File: config.mk
export PLATFORM = sky130hd
export DESIGN_NAME = reset_request_gen_flat
export DESIGN_NICKNAME = d
export VERILOG_FILES = /design/src/rtl/reset_request_gen_pkg.sv /design/src/rtl/reset_request_gen_if.sv /design/src/rtl/reset_request_gen_sync.sv /design/src/rtl/reset_request_gen.sv /design/src/flat_wrapper.sv
export SDC_FILE = /design/constraint.sdc
export NUM_CORES = 1
export LEC_CHECK = 0
export ABC_AREA = 1
export CAP_MARGIN = 20
export CORE_UTILIZATION = 65
export CTS_CLUSTER_SIZE = 28
export DETAILED_ROUTE_END_ITERATION = 6
export PLACE_DENSITY = 0.89
export SYNTH_ARGS = -nofsm -noshare
export SYNTH_HDL_FRONTEND = slang
export SYNTH_SLANG_ARGS = --single-unit
File: constraint.sdc
create_clock -name clk -period 2.3 [get_ports clk]
set_input_delay 0.345 -clock clk [delete_from_list [all_inputs] [get_ports clk]]
set_output_delay 0.345 -clock clk [all_outputs]
set_load 0.01 [all_outputs]
File: src/rtl/reset_request_gen_pkg.sv
// +-----------------------------------------------------------------------------+
// | Module   : reset_pkg                                                        |
// | Brief    : Shared types and helpers for the reset request generator.        |
// | Revision : 1.0  initial release                                             |
// +-----------------------------------------------------------------------------+
`default_nettype none

package reset_pkg;

    typedef enum logic [1:0] {
        IDLE     = 2'd0,
        DEBOUNCE = 2'd1,
        FIRE     = 2'd2,
        HOLDOFF  = 2'd3
    } rstreq_state_t;

    typedef enum logic [1:0] {
        CAUSE_NONE   = 2'b00,
        CAUSE_BUTTON = 2'b01,
        CAUSE_SOFT   = 2'b10,
        CAUSE_WDT    = 2'b11
    } rst_cause_t;

    // A count limit of 1 still needs a 1-bit register.
    function automatic int cnt_width(input int limit);
        return (limit > 1) ? $clog2(limit) : 1;
    endfunction

endpackage

`default_nettype wire

File: src/rtl/reset_request_gen_if.sv
// +-----------------------------------------------------------------------------+
// | Module   : reset_request_gen_if                                             |
// | Brief    : Request inputs and trigger/status outputs of the reset requester.|
// | Revision : 1.0  initial release                                             |
// +-----------------------------------------------------------------------------+
`default_nettype none

interface reset_request_gen_if;
    import reset_pkg::*;

    logic       ButtonIn;
    logic       SoftRstReq;
    logic       WatchdogKick;
    logic       sync_rst_Trigger;
    rst_cause_t RstCause;
    logic       Busy;

    modport master (
        output ButtonIn,
        output SoftRstReq,
        output WatchdogKick,
        input  sync_rst_Trigger,
        input  RstCause,
        input  Busy
    );

    modport slave (
        input  ButtonIn,
        input  SoftRstReq,
        input  WatchdogKick,
        output sync_rst_Trigger,
        output RstCause,
        output Busy
    );

endinterface

`default_nettype wire

File: src/rtl/reset_request_gen_sync.sv
// +-----------------------------------------------------------------------------+
// | Module   : button_sync_debounce                                             |
// | Brief    : Button synchroniser chain plus pressed-polarity decode.          |
// | Revision : 1.0  initial release                                             |
// +-----------------------------------------------------------------------------+
`default_nettype none

module button_sync_debounce #(
    parameter int SYNCSTAGES      = 2,
    parameter int BUTTONACTIVELOW = 1
) (
    input  logic clk,
    input  logic sync_rst,
    input  logic button_i,
    output logic pressed_o
);

    localparam int   C_STAGES   = (SYNCSTAGES < 2) ? 2 : SYNCSTAGES;
    localparam logic C_RELEASED = (BUTTONACTIVELOW != 0);

    logic [C_STAGES-1:0] sync_q;

    // Free-running: the chain ignores clk_en so metastability settles regardless.
    always_ff @(posedge clk) begin
        if (sync_rst) begin
            sync_q <= {C_STAGES{C_RELEASED}};
        end else begin
            sync_q <= {sync_q[C_STAGES-2:0], button_i};
        end
    end

    assign pressed_o = sync_q[C_STAGES-1] ^ C_RELEASED;

endmodule

`default_nettype wire

File: src/rtl/reset_request_gen.sv
// +-----------------------------------------------------------------------------+
// | Module   : reset_request_gen                                                |
// | Brief    : Button/soft/watchdog reset requester issuing a one-cycle trigger.|
// |            Watchdog built only when RESET_REQUEST_WATCHDOG_EN is defined.   |
// | Revision : 1.0  initial release                                             |
// +-----------------------------------------------------------------------------+
`default_nettype none

module reset_request_gen
    import reset_pkg::*;
#(
    parameter int DEBOUNCECYCLES  = 250000,
    parameter int HOLDOFFCYCLES   = 25000,
    parameter int WATCHDOGCYCLES  = 2500000,
    parameter int SYNCSTAGES      = 2,
    parameter int BUTTONACTIVELOW = 1
) (
    input  logic                 clk,
    input  logic                 sync_rst,
    input  logic                 clk_en,
    reset_request_gen_if.slave   bus
);

    localparam int C_DB_W = cnt_width(DEBOUNCECYCLES);
    localparam int C_HO_W = cnt_width(HOLDOFFCYCLES);
    localparam logic [C_DB_W-1:0] C_DB_MAX = C_DB_W'(DEBOUNCECYCLES - 1);
    localparam logic [C_HO_W-1:0] C_HO_MAX = C_HO_W'(HOLDOFFCYCLES - 1);

    rstreq_state_t       state_q,  state_d;
    rst_cause_t          cause_q,  cause_d;
    logic                trig_q,   trig_d;
    logic [C_DB_W-1:0]   db_cnt_q, db_cnt_d;
    logic [C_HO_W-1:0]   ho_cnt_q, ho_cnt_d;
    logic                w_pressed;
    logic                w_wd_expired;

    button_sync_debounce #(
        .SYNCSTAGES      (SYNCSTAGES),
        .BUTTONACTIVELOW (BUTTONACTIVELOW)
    ) u_sync (
        .clk       (clk),
        .sync_rst  (sync_rst),
        .button_i  (bus.ButtonIn),
        .pressed_o (w_pressed)
    );

`ifdef RESET_REQUEST_WATCHDOG_EN
    localparam int C_WD_W = cnt_width(WATCHDOGCYCLES);
    localparam logic [C_WD_W-1:0] C_WD_MAX = C_WD_W'(WATCHDOGCYCLES - 1);

    logic [C_WD_W-1:0] wd_cnt_q, wd_cnt_d;

    always_comb begin
        wd_cnt_d = wd_cnt_q;
        if (bus.WatchdogKick || (state_q == FIRE) || (state_q == HOLDOFF)) begin
            wd_cnt_d = '0;
        end else if (wd_cnt_q != C_WD_MAX) begin
            wd_cnt_d = wd_cnt_q + C_WD_W'(1);
        end
    end

    always_ff @(posedge clk) begin
        if (sync_rst) begin
            wd_cnt_q <= '0;
        end else if (clk_en) begin
            wd_cnt_q <= wd_cnt_d;
        end
    end

    // A kick landing on the terminal count wins over expiry.
    assign w_wd_expired = (wd_cnt_q == C_WD_MAX) && !bus.WatchdogKick;
`else
    logic w_unused_wd;
    assign w_unused_wd  = bus.WatchdogKick | (WATCHDOGCYCLES == 0);
    assign w_wd_expired = 1'b0;
`endif

    always_comb begin
        state_d  = state_q;
        cause_d  = cause_q;
        db_cnt_d = db_cnt_q;
        ho_cnt_d = ho_cnt_q;
        case (state_q)
            IDLE: begin
                db_cnt_d = '0;
                ho_cnt_d = '0;
                if (w_pressed) begin
                    state_d = DEBOUNCE;
                end else if (bus.SoftRstReq) begin
                    state_d = FIRE;
                    cause_d = CAUSE_SOFT;
                end else if (w_wd_expired) begin
                    state_d = FIRE;
                    cause_d = CAUSE_WDT;
                end
            end
            DEBOUNCE: begin
                if (bus.SoftRstReq) begin
                    state_d  = FIRE;
                    cause_d  = CAUSE_SOFT;
                    db_cnt_d = '0;
                end else if (!w_pressed) begin
                    state_d  = IDLE;
                    db_cnt_d = '0;
                end else if (db_cnt_q == C_DB_MAX) begin
                    state_d  = FIRE;
                    cause_d  = CAUSE_BUTTON;
                    db_cnt_d = '0;
                end else begin
                    db_cnt_d = db_cnt_q + C_DB_W'(1);
                end
            end
            FIRE: begin
                state_d  = HOLDOFF;
                ho_cnt_d = '0;
            end
            HOLDOFF: begin
                // A still-held button parks here so it cannot retrigger.
                if (ho_cnt_q != C_HO_MAX) begin
                    ho_cnt_d = ho_cnt_q + C_HO_W'(1);
                end else if (!w_pressed) begin
                    state_d  = IDLE;
                    ho_cnt_d = '0;
                end
            end
            default: begin
                state_d = IDLE;
            end
        endcase
    end

    assign trig_d = (state_d == FIRE);

    always_ff @(posedge clk) begin
        if (sync_rst) begin
            state_q  <= IDLE;
            cause_q  <= CAUSE_NONE;
            trig_q   <= 1'b0;
            db_cnt_q <= '0;
            ho_cnt_q <= '0;
        end else if (clk_en) begin
            state_q  <= state_d;
            cause_q  <= cause_d;
            trig_q   <= trig_d;
            db_cnt_q <= db_cnt_d;
            ho_cnt_q <= ho_cnt_d;
        end
    end

    assign bus.sync_rst_Trigger = trig_q;
    assign bus.RstCause         = cause_q;
    assign bus.Busy             = (state_q != IDLE);

endmodule

`default_nettype wire

File: src/flat_wrapper.sv
// flat-port wrapper written by rule: the top's interface ports become plain ports
module reset_request_gen_flat import reset_pkg::*;
#(
    parameter int DEBOUNCECYCLES  = 250000,
    parameter int HOLDOFFCYCLES   = 25000,
    parameter int WATCHDOGCYCLES  = 2500000,
    parameter int SYNCSTAGES      = 2,
    parameter int BUTTONACTIVELOW = 1
)
  (clk, sync_rst, clk_en, bus_ButtonIn, bus_SoftRstReq, bus_WatchdogKick, bus_sync_rst_Trigger, bus_RstCause, bus_Busy);
  reset_request_gen_if bus_i ();
  input  logic clk;
  input  logic sync_rst;
  input  logic clk_en;
  input wire logic [$bits(bus_i.ButtonIn)-1:0] bus_ButtonIn;
  input wire logic [$bits(bus_i.SoftRstReq)-1:0] bus_SoftRstReq;
  input wire logic [$bits(bus_i.WatchdogKick)-1:0] bus_WatchdogKick;
  output wire logic [$bits(bus_i.sync_rst_Trigger)-1:0] bus_sync_rst_Trigger;
  output wire logic [$bits(bus_i.RstCause)-1:0] bus_RstCause;
  output wire logic [$bits(bus_i.Busy)-1:0] bus_Busy;
  assign bus_i.ButtonIn = bus_ButtonIn;
  assign bus_i.SoftRstReq = bus_SoftRstReq;
  assign bus_i.WatchdogKick = bus_WatchdogKick;
  assign bus_sync_rst_Trigger = bus_i.sync_rst_Trigger;
  assign bus_RstCause = bus_i.RstCause;
  assign bus_Busy = bus_i.Busy;
  reset_request_gen #(.DEBOUNCECYCLES(DEBOUNCECYCLES), .HOLDOFFCYCLES(HOLDOFFCYCLES), .WATCHDOGCYCLES(WATCHDOGCYCLES), .SYNCSTAGES(SYNCSTAGES), .BUTTONACTIVELOW(BUTTONACTIVELOW)) u_core (.clk(clk), .sync_rst(sync_rst), .clk_en(clk_en), .bus(bus_i));
endmodule
==> metrics list <==
* Number of nets with antenna violations after routing: 0
- The count of buffers added on input and output ports is 8.
* Number of gates resized after CTS: 0
- Post-detailed-routing wire length: 5430 µm
* H-tree level count: 2
* Required time of the critical path: 1.96 ns
* Highest-count cells in the layout ignoring fill and taps: 82 x nand2_1, 71 x nor2_1, 42 x inv_1, 40 x dfxtp_1, 31 x nand3_1
- The routed design could run at a clock period as short as 1.95 ns.
- Entering global routing, the biggest net connects 18 pins.
- TritonCTS clock tree: done
* Cells after Synth: 372
- Proportion of synthesized chip area in sequential cells: 0.339
- In this run the cell area of the synthesized design comes to 2360 µm².
* Switching Fraction: 0.256
- Share of total power in combinational logic: 0.093
* Vias per Instance: 5.51
- The die is 62.3 µm wide.
- Worst hold slack: 0.436 ns
- Clock network fraction of total power: 0.361
- The library cell used most frequently in the layout, excluding fill and tap cells, is nand2_1.
- For this run, the share of the core covered by cells in the final layout is 0.748.
* Reported max-cap violation count: 0
- Length of the first detailed-routing pass in iterations: 5
- Share of post-route cells with drive strength above 1: 0.0964
* I/O pin total: 10
- In the final layout, flip-flops and latches occupy 801 µm².
- Worst hold path type: flop to flop
- The finished cells cover 2550 µm².
- Clock-pin slew was measured on the worst setup and hold paths at 0.13 ns.
- Row generation in the floorplan step produced 21 rows.
- Largest driver fanout on the critical path: 5
- Summing all placed instances gives a cell area of 2470 µm².
- The final hold violation count came to 0.
- In the final timing run, aggregate negative setup slack is 0 ns.
- HPWL reported at the end of detailed placement: 3960 µm
* Routability congestion estimate: 0.918
- The tree is rooted in a clkbuf_4.
* Via count of the first global-routing pass: 2,185
* Unrepaired setup endpoints after global routing: false
- Wire length per cell: 12.6 µm
- Net Switching: 0.335 mW
* Final setup fails: 0
* Starting DRT DRC Count: 230
- Outcome: completed
- Post-layout nets: 391
- Static leakage power: 0.883 nW
- The initial utilization of the core area, before any placement, comes to 0.691.
* Fill count: 290
- Net count after synthesis: 380
- The region available for standard cell placement spans 3420 µm².
* Initial antenna violation count: 0
- Internal power comes to 0.973 mW.
- First-pass GRT wire length: 9390 µm
* Die Ht: 62.3 µm
- Between clock sinks in the finished design, the worst skew comes to 0.0144 ns.
- The clock net in this run drives a total of 40 sinks.
- Dividing the final minimum period by the clock period gives 0.846.
* CP startpoint kind: flop
- Worst slew margin relative to its limit: 0.748
- Grt total ovfl: 0
- DRC violations left: 0
- Of the total power, registers draw 0.546.
- For this design the ratio of total power to cell area is 512 nW/µm².
- After clock tree synthesis, the flow added hold-fix buffers numbering 0.
- Clock latency on the worst-skew pair, taken at its later pin, is 0.36 ns.
* Achievable Freq: 0.514 GHz
* DIE AREA: 3880 µm²
- After synthesis, the netlist uses 34 different library cells.
- Post-CTS Setup Inserts: 0
- Syn avg cell area: 6.35 µm²
* Pin slew with the least headroom to its limit: 0.375 ns
* Area used by multi-input combinational logic: 1340 µm²
* Maximum ir drop on the vdd rail: 0.478 mV
* Synthesis Warnings: 0
- Global Route Usage Sum: 0.307
* Worst Path Class, Setup: flop to output pin
- The count of pins over their slew limit is 0.
- Counting along the longest clock path gives a buffer depth of 2.
- STA puts the critical path data arrival time at 1.60 ns.
- 0 antenna diodes ended up in the layout.
- The area growth from synthesis to layout is 8.16%.
* Vias: 2,369
* Sort of element at the end of the critical path: output pin
- Clock tree synthesis inserted a total of 5 buffers.
- The synthesized design contains 40 register bits.
critical path, cell delays in order, from the launching register on:
cell and delay, ns:
dfxtp_1 0.43, inv_1 0.13, nand2_1 0.13, clkdlybuf4s50_1 0.55
state kept, by name, summed over array words and instances (netlist names):
name	count
u_core.state_q	2
u_core.bus.sync_rst_Trigger	1
u_core.u_sync.sync_q	2
u_core.bus.RstCause	2
u_core.db_cnt_q	18
u_core.ho_cnt_q	15
Yosys cell counts, drive strengths merged:
cell type | count | share of area
nor2 | 77 | 0.13
o22ai | 1 | 0.0027
dfxtp | 40 | 0.34
ha | 2 | 0.011
o31ai | 2 | 0.0064
buf | 4 | 0.014
nand4 | 10 | 0.026
nand3 | 33 | 0.077
clkinv | 2 | 0.0032
or2 | 6 | 0.016
xor2 | 2 | 0.0074
clkbuf | 2 | 0.0032
nand2 | 88 | 0.15
nand3b | 2 | 0.0064
nor3 | 17 | 0.040
a21oi | 18 | 0.040
nor3b | 3 | 0.014
o21bai | 3 | 0.0095
inv | 46 | 0.073
o21ai | 14 | 0.030
per-stage QoR:
step           power, mW  instances  worst slack (ns)
2_1_floorplan      0.809        372             0.876
3_3_place_gp       0.846        422             0.368
3_5_place_dp       0.849        422             0.278
4_1_cts             1.32        430             0.357
5_1_grt             1.36        430             0.265
6_report            1.31        430             0.353
power groups by stage:
stage / clock [mW] / sequential (mW) / combinational [mW]
after floorplan: 0 / 0.730 / 0.0787
after global placement: 0 / 0.730 / 0.116
after global routing: 0.507 / 0.717 / 0.132
after detailed placement: 0 / 0.730 / 0.119
final: 0.472 / 0.714 / 0.121
after CTS: 0.481 / 0.714 / 0.120
logic make-up after synthesis:
family / count (synthesis) / synth area share
fa+ha+maj: 2 / 0.0106
compound gates: 38 / 0.0880
xor+xnor: 2 / 0.00742
simple gates: 236 / 0.462
buf+inv: 54 / 0.0933
flops: 40 / 0.339
worst paths after layout:
kind | startpoint | end | slack (ns) | cells after the start
worst max-delay path | u_core.state_q[0] | bus_Busy | 0.35 | 3
worst min-delay path | u_core.u_sync.sync_q[0] | u_core.u_sync.sync_q[1] | 0.44 | 1
worst max register to register | u_core.db_cnt_q[1] | u_core.db_cnt_q[13] | 0.42 | 8
worst min register to register | u_core.u_sync.sync_q[0] | u_core.u_sync.sync_q[1] | 0.44 | 1
per-layer routing:
metal  share of wire  global-route usage
met1            0.47               0.388
met4           0.022               0.131
met3           0.058              0.0662
met2            0.45               0.504
met5               0                   0
layout make-up:
| cell class | count | share of cell area |
|---|---|---|
| clock inverter | 3 | 0.0167 |
| tap | 46 | 0.0225 |
| clock buffer | 5 | 0.0147 |
| sequential | 40 | 0.314 |
| inverter | 48 | 0.0706 |
| timing repair buffer | 10 | 0.0372 |
| multi-input combinational | 278 | 0.525 |
(Power assumes the default switching activity.)
==> patch: new RTL, config.mk and constraints unchanged <==
Re-encode `rstreq_state_t` (4 states) as one-hot, 4 bits wide.
--- a/src/rtl/reset_request_gen_pkg.sv
+++ b/src/rtl/reset_request_gen_pkg.sv
@@ -8,9 +8,9 @@
 package reset_pkg;
 
-    typedef enum logic [1:0] {
-        IDLE     = 2'd0,
-        DEBOUNCE = 2'd1,
-        FIRE     = 2'd2,
-        HOLDOFF  = 2'd3
+    typedef enum logic [3:0] {
+        IDLE     = 4'b0001,
+        DEBOUNCE = 4'b0010,
+        FIRE     = 4'b0100,
+        HOLDOFF  = 4'b1000
     } rstreq_state_t;
 
Formal check against the unedited RTL: no difference found for any inputs over 10 cycles, from zero or initial values and one cycle with sync_rst high; not proved beyond that.
==> patch against the original RTL <==
Critical path depth up 7; sequential cell count is 2 higher; synthesized area up 6.8%; total power up 7.9%; critical path type is now reg2reg; sequential power is 5.9% higher; worst setup slack improved by 0.018 ns; wire length increased by 1.7%; critical endpoint is now u_core.db_cnt_q[16]; design area up 5.9%.
==> patch: results (changes against the original RTL) <==
{| class="wikitable"
! Metric !! Value
|-
| Post-placement cell area || 0.00261 mm² (+5.5%)
|-
| Initial DRC Count || 176 (-23%)
|-
| Total design power || 1.41 mW (+7.9%)
|-
| Post-detailed-routing wire length || 5.52 mm (+1.7%)
|-
| Sw power || 0.383 mW (+14%)
|-
| Detailed-placement wirelength estimate || 4.12 mm (+4.2%)
|-
| Leading post-synthesis cells by instance count || nand2_1, nor2_1, inv_1
|-
| Total nets after synthesis || 396 (+4.2%)
|-
| Combinational power || 0.150 mW (+24%)
|-
| Sequential share of cell area || 31.1% (-0.26 points)
|-
| Die boundary width || 64.3 µm (+3.3%)
|-
| Post-Route Hold Slack || 0.417 ns (-0.0192 ns)
|-
| Maximum fanout along the worst path || 11 (+6)
|-
| Multi-input gates || 286 (+2.9%)
|-
| Number of iterations in the first detailed-routing pass || 4 (-1)
|-
| Layout non-clock buf frac || 3.52% (-0.21 points)
|-
| Final Skew || 0.00711 ns (-0.00733 ns)
|-
| Fraction of layout cells with a size suffix above 1 || 11.3% (+1.7 points)
|-
| Worst-Margin Slew || 0.415 ns (+0.0392 ns)
|-
| Critical R2R Launch || u_core.db_cnt_q[0]
|-
| Clk cell area share || 3.52% (+0.38 points)
|-
| Parity-gate share of the synthesized area counting xor and xnor cells || 1.74% (+0.99 points)
|-
| Clk power || 0.507 mW (+7.4%)
|-
| Post-synth cell types || 31 (-8.8%)
|-
| Maximum number of pins on one net before global-route repair || 17 (-1)
|-
| Clk Latency, worst-skew pair || 0.30 ns (-0.06 ns)
|-
| Signal arrival time at the worst endpoint || 2.12 ns (+0.52 ns)
|-
| Logic depth of the worst register-to-register path || 10 (+2)
|-
| Count of clock-net buffers in the final layout || 6 (+1)
|-
| Gpl congestion || 0.946 (+3.1%)
|-
| Vias in the first global route || 2218 (+1.5%)
|-
| Number of placed cells counting well taps || 438 (+3.8%)
|-
| Clock root buffer || clkbuf_8
|-
| Area used by multi-input combinational logic || 0.00142 mm² (+5.8%)
|-
| Fin worst setup slack || 0.372 ns (+0.0183 ns)
|-
| Register bit total from synthesis || 42 (+5.0%)
|-
| Aggregate global-route resource usage || 29.0% (-1.8 points)
|-
| Maximum vdd drop || 443 µV (-7.4%)
|-
| Top cells by area, synth || dfxtp_1, nand2_1, nor2_1
|-
| Leakage power summed over all cells || 1.04 nW (+18%)
|-
| Result of the run || complete, no violations
|-
| Clock slew at reported path FFs || 0.09 ns (-0.04 ns)
|-
| Count of filler cells inserted in the layout || 311 (+7.2%)
|-
| Global-route wire length before repair || 9.41 mm (+0.22%)
|-
| Registers with the highest flip-flop counts || u_core.db_cnt_q (18), u_core.ho_cnt_q (15), u_core.state_q (4)
|-
| Share of the core filled with cells || 73.3% (-1.5 points)
|-
| Sequential cell area fraction in the yosys report || 33.3% (-0.58 points)
|-
| Setup Slack @ Placement || 0.298 ns (+0.0202 ns)
|-
| Final net count || 405 (+3.6%)
|-
| Mean post-synth cell area || 6.50 µm² (+2.4%)
|-
| Detail-routed via count per cell || 5.43 (-1.5%)
|}
[patch: changes by cell type in the layout (fill, tap and decap cells not counted), sizes merged, moves of 3 or more]
cell	unedited run	this run
xor2	2	5
or2	6	2
inv	46	52
nand4	10	7
nand3	33	40
[patch: worst max-delay path: stages (launching register included)]
cell and delay, ns:
dfxtp_1 0.42, ha_1 0.21, nand3_1 0.16, nor2_1 0.13, nand2_1 0.16, nand2_4 0.14
nand2_2 0.06, nand2_2 0.25, inv_2 0.15, nand2_1 0.09, nor2_1 0.04
[patch: kinds of logic after synthesis]
logic type / after synthesis
compound gates: 38
xor+xnor: 5
fa+ha+maj: 2
buf+inv: 60
flops: 42
simple gates: 241
[patch: per-layer routing]
metal | GRT usage, % | part of all wire, % | routed length (µm)
met5 | 0 | 0 | 0
met4 | 10.3 | 2.1 | 117
met1 | 34.3 | 46 | 2530
met2 | 50.7 | 48 | 2680
met3 | 6.61 | 3.5 | 194
